[config.mk]
export PLATFORM = sky130hd
export DESIGN_NAME = pipe_stage_reg
export DESIGN_NICKNAME = d
export VERILOG_FILES = /design/src/rtl/pipe_stage_reg.sv
export SDC_FILE = /design/constraint.sdc
export NUM_CORES = 1
export LEC_CHECK = 0
export ABC_AREA = 1
export CORE_ASPECT_RATIO = 0.75
export CORE_MARGIN = 4
export CORE_UTILIZATION = 52
export CTS_BUF_LIST = sky130_fd_sc_hd__clkbuf_4
export DETAILED_ROUTE_END_ITERATION = 16
export DONT_BUFFER_PORTS = 1
export GPL_TIMING_DRIVEN = 0
export PLACE_DENSITY = 0.67
export SYNTH_ARGS = -nofsm -noshare
export SYNTH_HDL_FRONTEND = slang
export SYNTH_SLANG_ARGS = --single-unit
[constraint.sdc]
create_clock -name clk -period 1.9 [get_ports clk]
set_input_delay 0.38 -clock clk [delete_from_list [all_inputs] [get_ports clk]]
set_output_delay 0.38 -clock clk [all_outputs]
set_load 0.02 [all_outputs]
[src/rtl/pipe_stage_reg.sv]
// Reusable pipeline stage register: valid/ready handshake, two-entry skid buffer,
// synchronous flush. Control bits read as zero whenever an entry is invalid.
module pipe_stage_reg #(
    parameter int DATA_W = 32,
    parameter int CTRL_W = 8
) (
    input  logic              clk,
    input  logic              reset,
    input  logic              flush,
    input  logic              in_valid,
    output logic              in_ready,
    input  logic [DATA_W-1:0] in_data,
    input  logic [CTRL_W-1:0] in_ctrl,
    output logic              out_valid,
    input  logic              out_ready,
    output logic [DATA_W-1:0] out_data,
    output logic [CTRL_W-1:0] out_ctrl,
    output logic [1:0]        count
);

    logic              head_valid_r;
    logic [DATA_W-1:0] head_data_r;
    logic [CTRL_W-1:0] head_ctrl_r;
    logic              skid_valid_r;
    logic [DATA_W-1:0] skid_data_r;
    logic [CTRL_W-1:0] skid_ctrl_r;
    logic              accept_s;
    logic              release_s;

    // Ready depends only on the registered skid state, gated by squash/reset.
    assign in_ready  = !skid_valid_r && !flush && !reset;
    assign accept_s  = in_valid && in_ready;
    assign release_s = head_valid_r && out_ready;

    assign out_valid = head_valid_r;
    assign out_data  = head_data_r;
    assign out_ctrl  = head_ctrl_r;
    assign count     = {skid_valid_r, head_valid_r & ~skid_valid_r};

    // Head/skid storage update: reset, then flush, then accept/release.
    always_ff @(posedge clk) begin
        if (reset) begin
            head_valid_r <= 1'b0;
            head_data_r  <= {DATA_W{1'b0}};
            head_ctrl_r  <= {CTRL_W{1'b0}};
            skid_valid_r <= 1'b0;
            skid_data_r  <= {DATA_W{1'b0}};
            skid_ctrl_r  <= {CTRL_W{1'b0}};
        end else if (flush) begin
            // Payloads are kept; only validity and control are squashed.
            head_valid_r <= 1'b0;
            head_ctrl_r  <= {CTRL_W{1'b0}};
            skid_valid_r <= 1'b0;
            skid_ctrl_r  <= {CTRL_W{1'b0}};
        end else begin
            case ({skid_valid_r, head_valid_r})
                2'b00: begin
                    if (accept_s) begin
                        head_valid_r <= 1'b1;
                        head_data_r  <= in_data;
                        head_ctrl_r  <= in_ctrl;
                    end
                end
                2'b01: begin
                    if (accept_s && release_s) begin
                        head_data_r  <= in_data;
                        head_ctrl_r  <= in_ctrl;
                    end else if (accept_s) begin
                        skid_valid_r <= 1'b1;
                        skid_data_r  <= in_data;
                        skid_ctrl_r  <= in_ctrl;
                    end else if (release_s) begin
                        head_valid_r <= 1'b0;
                        head_ctrl_r  <= {CTRL_W{1'b0}};
                    end
                end
                2'b11: begin
                    if (release_s) begin
                        head_data_r  <= skid_data_r;
                        head_ctrl_r  <= skid_ctrl_r;
                        skid_valid_r <= 1'b0;
                        skid_ctrl_r  <= {CTRL_W{1'b0}};
                    end
                end
                default: begin
                    // Skid valid without head valid cannot occur; drop to empty.
                    head_valid_r <= 1'b0;
                    head_ctrl_r  <= {CTRL_W{1'b0}};
                    skid_valid_r <= 1'b0;
                    skid_ctrl_r  <= {CTRL_W{1'b0}};
                end
            endcase
        end
    end

endmodule

==> metrics, run 1 <==
status=complete, no violations; Yosys top cell area share=0.439; vias in the first global route=3128; full die area=8630 um2; CTS HTree Levels=3; met1 Usage GRT=0.264; Initial Util=0.543; Worst Tran Pin Value=0.534 ns; Die Ht=81.5 um; cells along the critical path=nor2_2, clkinv_1, clkbuf_1, nor2_2; largest net degree at the start of global routing=15; Max rail drop VDD=0.435 mV; CP required=1.52 ns; GR peak layer=met2; Clk Latency, worst-skew pair=0.42 ns; DP HPWL=6.20 mm; cts bufs inserted=9; fin util=0.582; Final Critical Period=1.79 ns; layout cell share with drive strength beyond 1=0.0870; ANT cells=0; wire per inst=12.7 um; Routed Antenna Nets=0; CP Launch Type=input port; WL final=8.66 mm; CTS Sinks=82; drt first-iter violations=153; total power=3.13 mW; Crit path arrival time=1.41 ns; CP Class=in2out; mapped cell area=3740 um2; total gr overflow=0; Longest Clk Path Bufs=2; first-pass GRT wire length=14.5 mm; crit-path max FO=10; Max-slew headroom=0.644; Clock transition at path regs=0.13 ns; # Post-CTS Setup Buffers=0; grt met3 use=0.0731; RSZ-0062 raised after global routing=no; Synth-to-Final Area Change=7.29%; Net Count, Synth=615; sequential fraction of the synthesis area=0.439; Final Skew=0.0138 ns; Synth async-reset ratio=0; CTS tree=yes; TritonRoute pass-1 iters=5; Synth Area per Inst=6.57 um2; Synth area leader=dfxtp_1; Buf/Inv on CP=2; Critical Path Stages=4; Worst Hold Depth=2; GRT Total Usage=0.211; initial antenna violation count=0; Reg2Reg Depth=8; Ys Warns=0; detail-routed via count per cell=4.88; Max Clk Rate=557 MHz; Leakage Power=1.86 nW; Vias=3340; Synth cell types=20; Die Wd=106 um; Final Hold Fails=0; Setup WS pre-CTS=0.00964 ns; gate count of the mapped netlist=570; final-stage net count=626; core area=6900 um2; Final Setup Violations=0; Slew Viols, Final=0; pwr dens=778 nW/um2; Layout Cells excl Fill=684; IO Pins=89; GP Congestion=0.778; Synth area leaders=dfxtp_1 (44%), nand2_1 (16%), nor2_1 (12%); period utilization=0.945; EDFF count, synth=0; critical path's top delay family=buffers and inverters; synthesized flop and latch total=82; DRC Markers=0; Post-synth top flop=dfxtp_1; port bufs=0; Top cell by count, worst path=nor2_2; row count=26; PnR worst setup slack=0.105 ns; Placed Instances=668; met2 global-route usage=0.359; CP max stage delay=0.32 ns; max_cap viols=0; root buffer cell=clkbuf_4; crit path capture type=output port; CP max-delay cell=clkbuf_1; class of the worst hold path=in2reg
[area by class of cell]
| cell class | instances | area [um2] |
|---|---|---|
| inverters | 73 | 274 |
| flip-flops and latches | 82 | 1640 |
| multi-input cells | 386 | 1660 |
| clock buffers | 10 | 75.1 |
| plain buffers | 29 | 180 |
| well taps | 98 | 123 |
| clock inverters | 6 | 65.1 |
| fillers | 714 | 2880 |
[metrics by stage]
stage / hold slack, ns / TNS [ns] / cell area [um2]
final: 0.0866 / 0 / 4020
after global routing: 0.0407 / 0 / 4020
after global placement: 0.449 / -0.00291 / 3870
after detailed placement: 0.453 / 0 / 3870
after floorplan: 0.441 / 0 / 3740
after CTS: 0.0499 / 0 / 4010
[Yosys cell counts (2+ instances only)]
library cell    n
o21ai_0        39
clkinv_1        2
nand2_2         3
clkbuf_1       10
buf_4          11
buf_6           3
a21oi_1        49
inv_1          69
nand3_1         8
dfxtp_1        82
nand2_1       156
buf_2           5
nor2_4          2
inv_2           2
nor2_1        123
nor2_2          2
[metal layers]
metal	wire, um	up-vias	share of wire
met1	3950	1493	0.46
met5	0	-	0
met2	4000	91	0.46
met3	663	7	0.077
met4	48	0	0.0055
li1	-	1749	-
[timing repair]
action,4_1_cts,5_1_grt
setup endpoints to repair,0,53
hold buffers,0,0
gates resized for setup,0,5
[placed cells by master (no fill, tap or decap), types with 2 or more instances in the layout]
master / count
nand3_1: 8
nor2_1: 122
buf_6: 3
nand2_2: 3
inv_1: 69
dfxtp_1: 81
clkbuf_4: 10
a21oi_1: 49
clkbuf_1: 9
buf_4: 11
inv_2: 2
clkinv_2: 2
nor2_2: 2
clkinv_1: 2
o21ai_0: 39
nand2_1: 156
nor2_4: 3
buf_2: 5
[sequential cells by signal, indices dropped and copies added (netlist names)]
name,count
out_data,32
skid_data_r,32
out_ctrl,8
skid_ctrl_r,8
out_valid,1
skid_valid_r,1
[worst reg2reg max path, delay by kind of cell, from the launching register on]
kind / cells / cell delay [ns]
AO/OA/AOI/OAI: 1 / 0.12
buffers and inverters: 2 / 0.29
AND/OR/NAND/NOR: 5 / 0.68
flip-flops: 1 / 0.49
[power by group]
part / switching [mW] / leakage, nW / internal (mW)
registers: 0.0900 / 0.665 / 1.77
logic: 0.166 / 1.12 / 0.0895
clock network: 0.592 / 0.0768 / 0.419
[cell families (layout without fill, tap and decap cells)]
group	Yosys count	after routing	synth area share
AND/OR/NAND/NOR	297	297	0.321
flip-flops	82	82	0.439
AO/OA/AOI/OAI	89	89	0.120
buffers and inverters	102	118	0.121
[worst paths after layout]
check                               startpoint              end  slack (ns)
worst max-delay path                     flush         in_ready        0.11
worst min-delay path                in_ctrl[5]   skid_ctrl_r[5]        0.09
worst max register to register       out_valid  skid_data_r[15]        0.20
worst min register to register  skid_ctrl_r[5]   skid_ctrl_r[5]        0.47
(Power assumes the default switching activity.)
==> run 2, diff against run 1 <==
Settings changed: CORE_UTILIZATION 52 to 35, PLACE_DENSITY 0.67 to unset.
==> run 2 against run 1 <==
Net effect: sequential power about the same; cell count increased by 5.4%; global-route usage decreased by 5.3 points; non-clock buffer count unchanged; maximum frequency increased by 1.8%; largest power group unchanged; worst setup slack improved by 0.032 ns.
==> metrics, run 2 (synthesis results as in run 1) <==
Die Wd=127 um; Leakage Power=1.86 nW; CP Launch Type=input port; Placed Instance Area=3910 um2; clock group share of total power=0.316; Comb power frac=0.083; core area=10400 um2; Longest Clk Path Bufs=2; Max Clk Rate=567 MHz; row count=32; total gr overflow=0; class of the worst hold path=in2reg; status=complete, no violations; CTS tree=yes; GP Congestion=0.755; WL final=9.38 mm; DP HPWL=7.02 mm; full die area=12400 um2; Clock transition at path regs=0.12 ns; Routed Antenna Nets=0; Sw Ratio=0.272; Max-slew headroom=0.677; Final TNS setup=0 ns; layout cell share with drive strength beyond 1=0.0821; GRT Total Usage=0.158; Max rail drop VDD=0.362 mV; IO Pins=89; Filler Cells Inserted=1125; cts bufs inserted=9; final instance area=4040 um2; Vias=3319; Die Ht=97.6 um; CTS Sinks=82; crit path capture type=output port; Slew Viols, Final=0; drt first-iter violations=162; pwr dens=767 nW/um2; Final Skew=0.0104 ns; Final Critical Period=1.76 ns; commonest non-fill, non-tap cells in the layout=nand2_1 (156), nor2_1 (122), dfxtp_1 (81), inv_1 (69), a21oi_1 (49); TritonRoute pass-1 iters=5; DRC Markers=0; most common cell after layout, fill and taps aside=nand2_1; Final Hold Fails=0; ANT cells=0; Int Power=2.26 mW; max_cap viols=0; P_sw=0.844 mW; first-pass GRT wire length=15.6 mm; reg-to-reg setup timing slack=0.20 ns; CTS HTree Levels=3; CP Class=in2out; wire per inst=13.0 um; Synth-to-Final Area Change=7.95%; period utilization=0.928; RSZ-0062 raised after global routing=no; port bufs=0; sequential share of power=0.601; final-stage net count=626; detail-routed via count per cell=4.60; Worst Tran Pin Value=0.484 ns; Initial Util=0.361; Final Setup Violations=0; Clk Latency, worst-skew pair=0.44 ns; largest net degree at the start of global routing=13; root buffer cell=clkbuf_4; Crit path arrival time=1.38 ns; crit-path max FO=10; initial antenna violation count=0; fin util=0.390; CP required=1.52 ns; vias in the first global route=3205
==> run 2: cell types whose count changed in the layout (fill, tap and decap cells not counted) <==
cell        delta
clkbuf_1       -1
clkbuf_2       +1
clkinv_1       +3
clkinv_2       -1
clkinv_4       -1
clkinvlp_4     -1
inv_6          -1
nor2_2         +1
nor2_4         -1
==> run 2: cell type report <==
| class | instances | area (um2) | area share |
|---|---|---|---|
| Multi-Input combinational cell | 386 | 1650 | 0.409 |
| Buffer | 29 | 181 | 0.0449 |
| Clock inverter | 5 | 46.3 | 0.0115 |
| Sequential cell | 82 | 1640 | 0.407 |
| Tap cell | 136 | 170 | 0.0421 |
| Inverter | 73 | 274 | 0.0678 |
| Clock buffer | 10 | 75.1 | 0.0186 |
==> run 2: final timing paths <==
| path | to | cells after the start | from |
|---|---|---|---|
| min reg2reg | skid_ctrl_r[3] | 2 | skid_ctrl_r[3] |
| max | in_ready | 4 | flush |
| max reg2reg | skid_data_r[23] | 8 | out_valid |
| min | skid_ctrl_r[6] | 2 | in_ctrl[6] |
==> run 2: power groups by stage <==
stage,registers (mW),logic (mW),clock network (mW)
floorplan,1.89,0.209,0
global route,1.87,0.303,1.10
CTS,1.86,0.261,1.03
detailed placement,1.90,0.259,0
finish,1.86,0.258,0.980
global placement,1.90,0.254,0
==> run 2: critical path: stages <==
cell	delay, ns
nor2_2	0.18
clkinv_1	0.27
clkbuf_2	0.29
nor2_2	0.26
==> run 2: per-stage QoR <==
| step | hold WS, ns | cells | power, mW | setup WS, ns |
|---|---|---|---|---|
| after floorplan | 0.441 | 570 | 2.10 | 0.248 |
| after global placement | 0.449 | 706 | 2.15 | 0.00563 |
| after detailed placement | 0.455 | 706 | 2.16 | -0.0316 |
| after CTS | 0.0280 | 721 | 3.15 | 0.0198 |
| after global routing | 0.0156 | 721 | 3.27 | 0.00605 |
| final | 0.0727 | 721 | 3.10 | 0.138 |
==> run 2: layer usage <==
layer | vias to the layer above | global-route usage | routed length, um
li1 | 1744 | - | -
met1 | 1478 | 0.196 | 4230
met2 | 91 | 0.245 | 4180
met3 | 6 | 0.0753 | 883
met4 | 0 | 0.0453 | 84
met5 | - | 0 | 0
==> run 2: what timing repair did <==
action	4_1_cts	5_1_grt
resized for setup	1	5
setup endpoints to repair	1	74
hold buffers	0	0
setup buffers	0	0
pin swaps	0	0
==> variant 1: new RTL, settings of run 2 <==
Put a register stage on the output `count`. The value now appears one clock later. The other outputs are not delayed to match.
--- a/src/rtl/pipe_stage_reg.sv
+++ b/src/rtl/pipe_stage_reg.sv
@@ -35,7 +35,9 @@
     assign out_valid = head_valid_r;
     assign out_data  = head_data_r;
     assign out_ctrl  = head_ctrl_r;
-    assign count     = {skid_valid_r, head_valid_r & ~skid_valid_r};
+    always_ff @(posedge clk) begin
+        count <= {skid_valid_r, head_valid_r & ~skid_valid_r};
+    end
 
     // Head/skid storage update: reset, then flush, then accept/release.
     always_ff @(posedge clk) begin
Function: changed (a bounded check fails within 4 cycles, from zero or initial values and one cycle with reset high).
==> variant 1 against run 2 <==
- worst setup slack worse by 0.032 ns
- critical path depth is 1 higher
- sequential share of layout area rose by 3.2 points
- sequential cell count rose by 2
- cell area down 5.0%
- power is 3.6% lower
- clock skew rose by 0.0087 ns
- non-clock buffer count rose by 7
- wire length increased by 3.0%
- global-route usage is 0.76 points higher
- synthesized cell count down 16%
- synthesized area is 5.0% lower
- critical endpoint unchanged
- largest cell class is now registers
- highest routed layer unchanged
==> variant 1: results (changes against run 2) <==
* Run status: complete, no violations
* DR top layer: met4
* Starting DRC count in detailed routing at 196 (+21%)
* Diode count at 0 (unchanged)
* Metal3 WL at 1080 microns (+22%)
* Post-Synth XOR/XNOR Area at 0% (unchanged)
* GRT Util Overall at 16.6% (+0.76 points)
* First-pass GRT wire length at 15600 microns (-0.62%)
* Worst-path clk slew at 0.13 ns
* Clock root cell: clkbuf_4
* Yosys warning count at 0 (unchanged)
* Worst min path class: in -> reg
* Ranking of synthesized cells by area: dfxtp_1 47%, nand2_1 13%, a21oi_1 11%
* DP Area at 3720 sq um (-4.9%)
* Cts bufs inserted at 9 (unchanged)
* Clock Latency Late Sink at 0.44 ns (about the same)
* Antenna violations before repair at 0 (unchanged)
* Post-synth ARST share at 0% (unchanged)
* Rel. slew slack at 71.4% (+3.7 points)
* DPL Wire Length at 7190 microns (+2.3%)
* Syn nets at 526 (-14%)
* CP max FO at 10 (unchanged)
* Post-Synthesis Cells at 481 (-16%)
* Detailed Routing Iterations Pass 1 at 4 (-1)
* Yosys cell types at 21 (+5.0%)
* Most common library cells after synthesis: 121 x nand2_1, 84 x dfxtp_1, 78 x a21oi_1
* PortBufs at 0 (unchanged)
* Final Non-Filler Cells at 629 (-13%)
* Adder-cell share of the synthesized area at 0% (unchanged)
* WL met1 at 4340 microns (+2.6%)
* Max IR drop VDD at 0.000313 V (-13%)
* Routed wl met2 at 4090 microns (-2.3%)
* Dpl cells at 613 (-13%)
* LEAKAGE at 1.39 nW (-25%)
* GPL Wtd Cong at 0.836 (+11%)
* Drt via density at 5.06 (+10%)
* Vias in the first global route at 3079 (-3.9%)
* Mux cell area share after synthesis at 0% (unchanged)
* Filler instances at 1039 (-7.6%)
* Sequential-to-total area share from yosys stat at 47.3% (+3.4 points)
* Layout cells sized above 1 at 13.1% (+4.9 points)
* Largest net degree at the start of global routing at 13 (unchanged)
* Max clock buf depth at 2 (unchanged)
* Htree depth at 3 (unchanged)
* Fin nets at 538 (-14%)
* Synth Area in Compound Gates at 19.7% (+7.7 points)
* Pwr Density at 778 nW/um^2 (+1.5%)
* Worst EP arrival at 1.41 ns (+0.03 ns)
* WL final at 9660 microns (+3.0%)
* Clk_skew at 0.0191 ns (+0.00869 ns)
variant 1: metrics by stage:
step,hold slack (ns),setup WS [ns]
3_5_place_dp,0.438,-0.0904
2_1_floorplan,0.420,0.171
3_3_place_gp,0.432,-0.0788
4_1_cts,0.0357,0.0171
5_1_grt,0.0345,0.00502
6_report,0.0717,0.105
variant 1: final cells by class:
class	count	area share, %
clock buffers	11	2.15
inverters	38	3.81
plain buffers	35	4.50
clock inverters	4	0.456
well taps	132	4.30
repair buffers	1	0.196
multi-input cells	324	40.8
flip-flops and latches	84	43.8
variant 1: kinds of logic (layout without fill, tap and decap cells):
family          count (synthesis)  in the layout
compound gates                140            140
buf+inv                        73             89
flops                          84             84
simple gates                  184            184
variant 1: timing repair:
action	4_1_cts	5_1_grt
gates resized for setup	2	4
pin swaps	0	1
setup endpoints to repair	1	32
setup buffers	0	1
variant 1: worst paths after layout:
check | startpoint | end | slack, ns | cells past startpoint
max reg2reg | out_valid | out_data[7] | 0.19 | 6
max | reset | in_ready | 0.11 | 5
min | in_data[29] | skid_data_r[29] | 0.07 | 2
min reg2reg | skid_data_r[0] | skid_data_r[0] | 0.46 | 2
variant 1: worst max-delay path: stages:
cell and delay [ns]:
buf_2 0.17, nor2_4 0.16, clkinvlp_4 0.21, clkbuf_2 0.24, nor2_2 0.25
variant 1: where the power goes:
part	internal [W]	switching, W	leakage, nW	total (W)
registers	0.00180	0.0000638	0.680	0.00186
logic	0.0000872	0.000174	0.651	0.000261
clock network	0.000280	0.000584	0.0616	0.000864
variant 1: metal layers:
layer,vias up,global-route usage (%)
li1,1627,-
met4,0,5.38
met5,-,0
met2,95,24.1
met1,1449,20.7
met3,14,9.63
==> variant 2: new RTL, settings of run 2 <==
Made on the original files. `DATA_W`: 32 -> 28.
--- a/src/rtl/pipe_stage_reg.sv
+++ b/src/rtl/pipe_stage_reg.sv
@@ -1,7 +1,7 @@
 // Reusable pipeline stage register: valid/ready handshake, two-entry skid buffer,
 // synchronous flush. Control bits read as zero whenever an entry is invalid.
 module pipe_stage_reg #(
-    parameter int DATA_W = 32,
+    parameter int DATA_W = 28,
     parameter int CTRL_W = 8
 ) (
     input  logic              clk,
Interface: changed (resized in_data and out_data); port bits go from 89 to 81. The function was not compared with the original's and may differ.
==> variant 2 against run 2 <==
- clock power is 21% lower
- largest cell class unchanged
- synthesized area is 9.0% lower
- worst setup slack better by 0.0045 ns
- sequential share of layout area is 0.22 points lower
- cell area is 9.3% lower
- critical path depth stayed put
- critical endpoint unchanged
- wire length is 6.6% lower
- power is 13% lower
- sequential cell count is 8 lower
==> variant 2: results (changes against run 2) <==
* Largest net degree at the start of global routing at 11 (-2)
* Worst min path class: in -> reg
* Syn_area_per_cell at 6.68 sq um (+1.8%)
* Clock share of power at 28.8% (-2.8 points)
* Fin nets at 562 (-10%)
* Clock root cell: clkbuf_4
* Filler instances at 998 (-11%)
* Critical R2R Launch: out_valid
* Syn nets at 551 (-10%)
* Post-synth ARST share at 0% (unchanged)
* DP Area at 3570 sq um (-8.8%)
* Grt met1 use at 20.7% (+1.1 points)
* LEAKAGE at 1.64 nW (-12%)
* Final Non-Filler Cells at 651 (-9.7%)
* Seq pwr at 0.00168 W (-9.7%)
* Worst EP arrival at 1.38 ns (about the same)
* Ranking of synthesized cells by area: dfxtp_1 43%, nand2_1 15%, nor2_1 11%
* Layout cells sized above 1 at 11.1% (+2.9 points)
* Total number of vias at 2990 (-9.9%)
* Detailed Routing Iterations Pass 1 at 4 (-1)
* Max clock buf depth at 2 (unchanged)
* PortBufs at 0 (unchanged)
* Diode count at 0 (unchanged)
* Htree depth at 3 (unchanged)
* Switch share at 27.6% (+0.35 points)
* Clk_skew at 0.00819 ns (-0.00220 ns)
* WL per Instance at 13.5 microns (+3.4%)
* Rel. slew slack at 57.1% (-11 points)
* R2R Path End: skid_data_r[17]
* Path depth of the worst reg2reg path at 9 (+1)
* DPL Wire Length at 6600 microns (-6.0%)
* CP max FO at 10 (unchanged)
* Min Hold Slack at 0.0903 ns (+0.0176 ns)
* Yosys cell types at 23 (+15%)
* GRT Util Overall at 16.0% (+0.15 points)
* Post-CTS setup buffers at 0 (unchanged)
* Sequential power share at 62.3% (+2.2 points)
* M2 GR Usage at 23.4% (-1.0 points)
* Hold Path End: skid_ctrl_r[1]
* Worst Hold Launch: in_ctrl[1]
* GPL Wtd Cong at 0.771 (+2.1%)
* Most common library cells after synthesis: 136 x nand2_1, 99 x nor2_1, 74 x dfxtp_1
* Hold depth at 2 (unchanged)
* Pre-CTS setup slack at -0.0449 ns (-0.0133 ns)
* Antenna violations before repair at 0 (unchanged)
* Worst-path clk slew at 0.11 ns
* Vias in the first global route at 2889 (-9.9%)
* Met3 usage at 7.80% (+0.27 points)
* Sequential-to-total area share from yosys stat at 43.5% (-0.38 points)
* Clock Latency Late Sink at 0.42 ns (-0.02 ns)
* Starting DRC count in detailed routing at 133 (-18%)
* Max IR drop VDD at 0.000310 V (-14%)
* Primary FF master, synth: dfxtp_1
* Run status: complete, no violations
* First-pass GRT wire length at 14300 microns (-8.5%)
* Dpl cells at 638 (-9.6%)
-- variant 2: layer usage --
layer	wire length, microns	part of all wire, %
met5	0	0
met4	117	1.3
met3	865	9.9
met2	3550	41
met1	4230	48
-- variant 2: metrics by stage --
step                      TNS (ns)  util [%]
final                            0      39.6
after global routing             0      39.6
after floorplan                  0         -
after detailed placement   -0.0449      38.5
after CTS                        0      39.5
after global placement    -0.00199      38.5
-- variant 2: how the worst max path moves through the flow --
stage,from,end,slack (ns),depth (start not counted)
3_3_place_gp,flush,in_ready,-0.002,4
3_5_place_dp,flush,in_ready,-0.04,4
5_1_grt,skid_valid_r,out_data[17],0.002,9
6_report,flush,in_ready,0.14,4
2_1_floorplan,flush,in_ready,0.21,4
4_1_cts,out_valid,skid_data_r[17],0.04,9
-- variant 2: repair_timing --
action                     4_1_cts  5_1_grt
hold endpoints to repair         0        0
hold buffers                     0        0
gates resized for setup          1        5
cloned                           0        0
setup endpoints to repair        1       61
-- variant 2: logic make-up after synthesis --
group | after synthesis | synth area share, %
AND/OR/NAND/NOR | 259 | 30.6
buffers and inverters | 91 | 12.4
AO/OA/AOI/OAI | 86 | 13.6
flip-flops | 74 | 43.5
-- variant 2: layout make-up --
| cell class | instances | area (sq um) | share of cell area, % |
|---|---|---|---|
| Buffer | 27 | 184 | 5.02 |
| Inverter | 64 | 240 | 6.55 |
| Tap cell | 128 | 160 | 4.37 |
| Sequential cell | 74 | 1480 | 40.4 |
| Clock buffer | 11 | 82.6 | 2.25 |
| Clock inverter | 2 | 7.51 | 0.205 |
| Multi-Input combinational cell | 345 | 1510 | 41.2 |
-- variant 2: worst max-delay path, cell delays in order --
cell,delay [ns]
nor2_2,0.15
clkinv_1,0.25
clkbuf_2,0.32
nor2_2,0.28
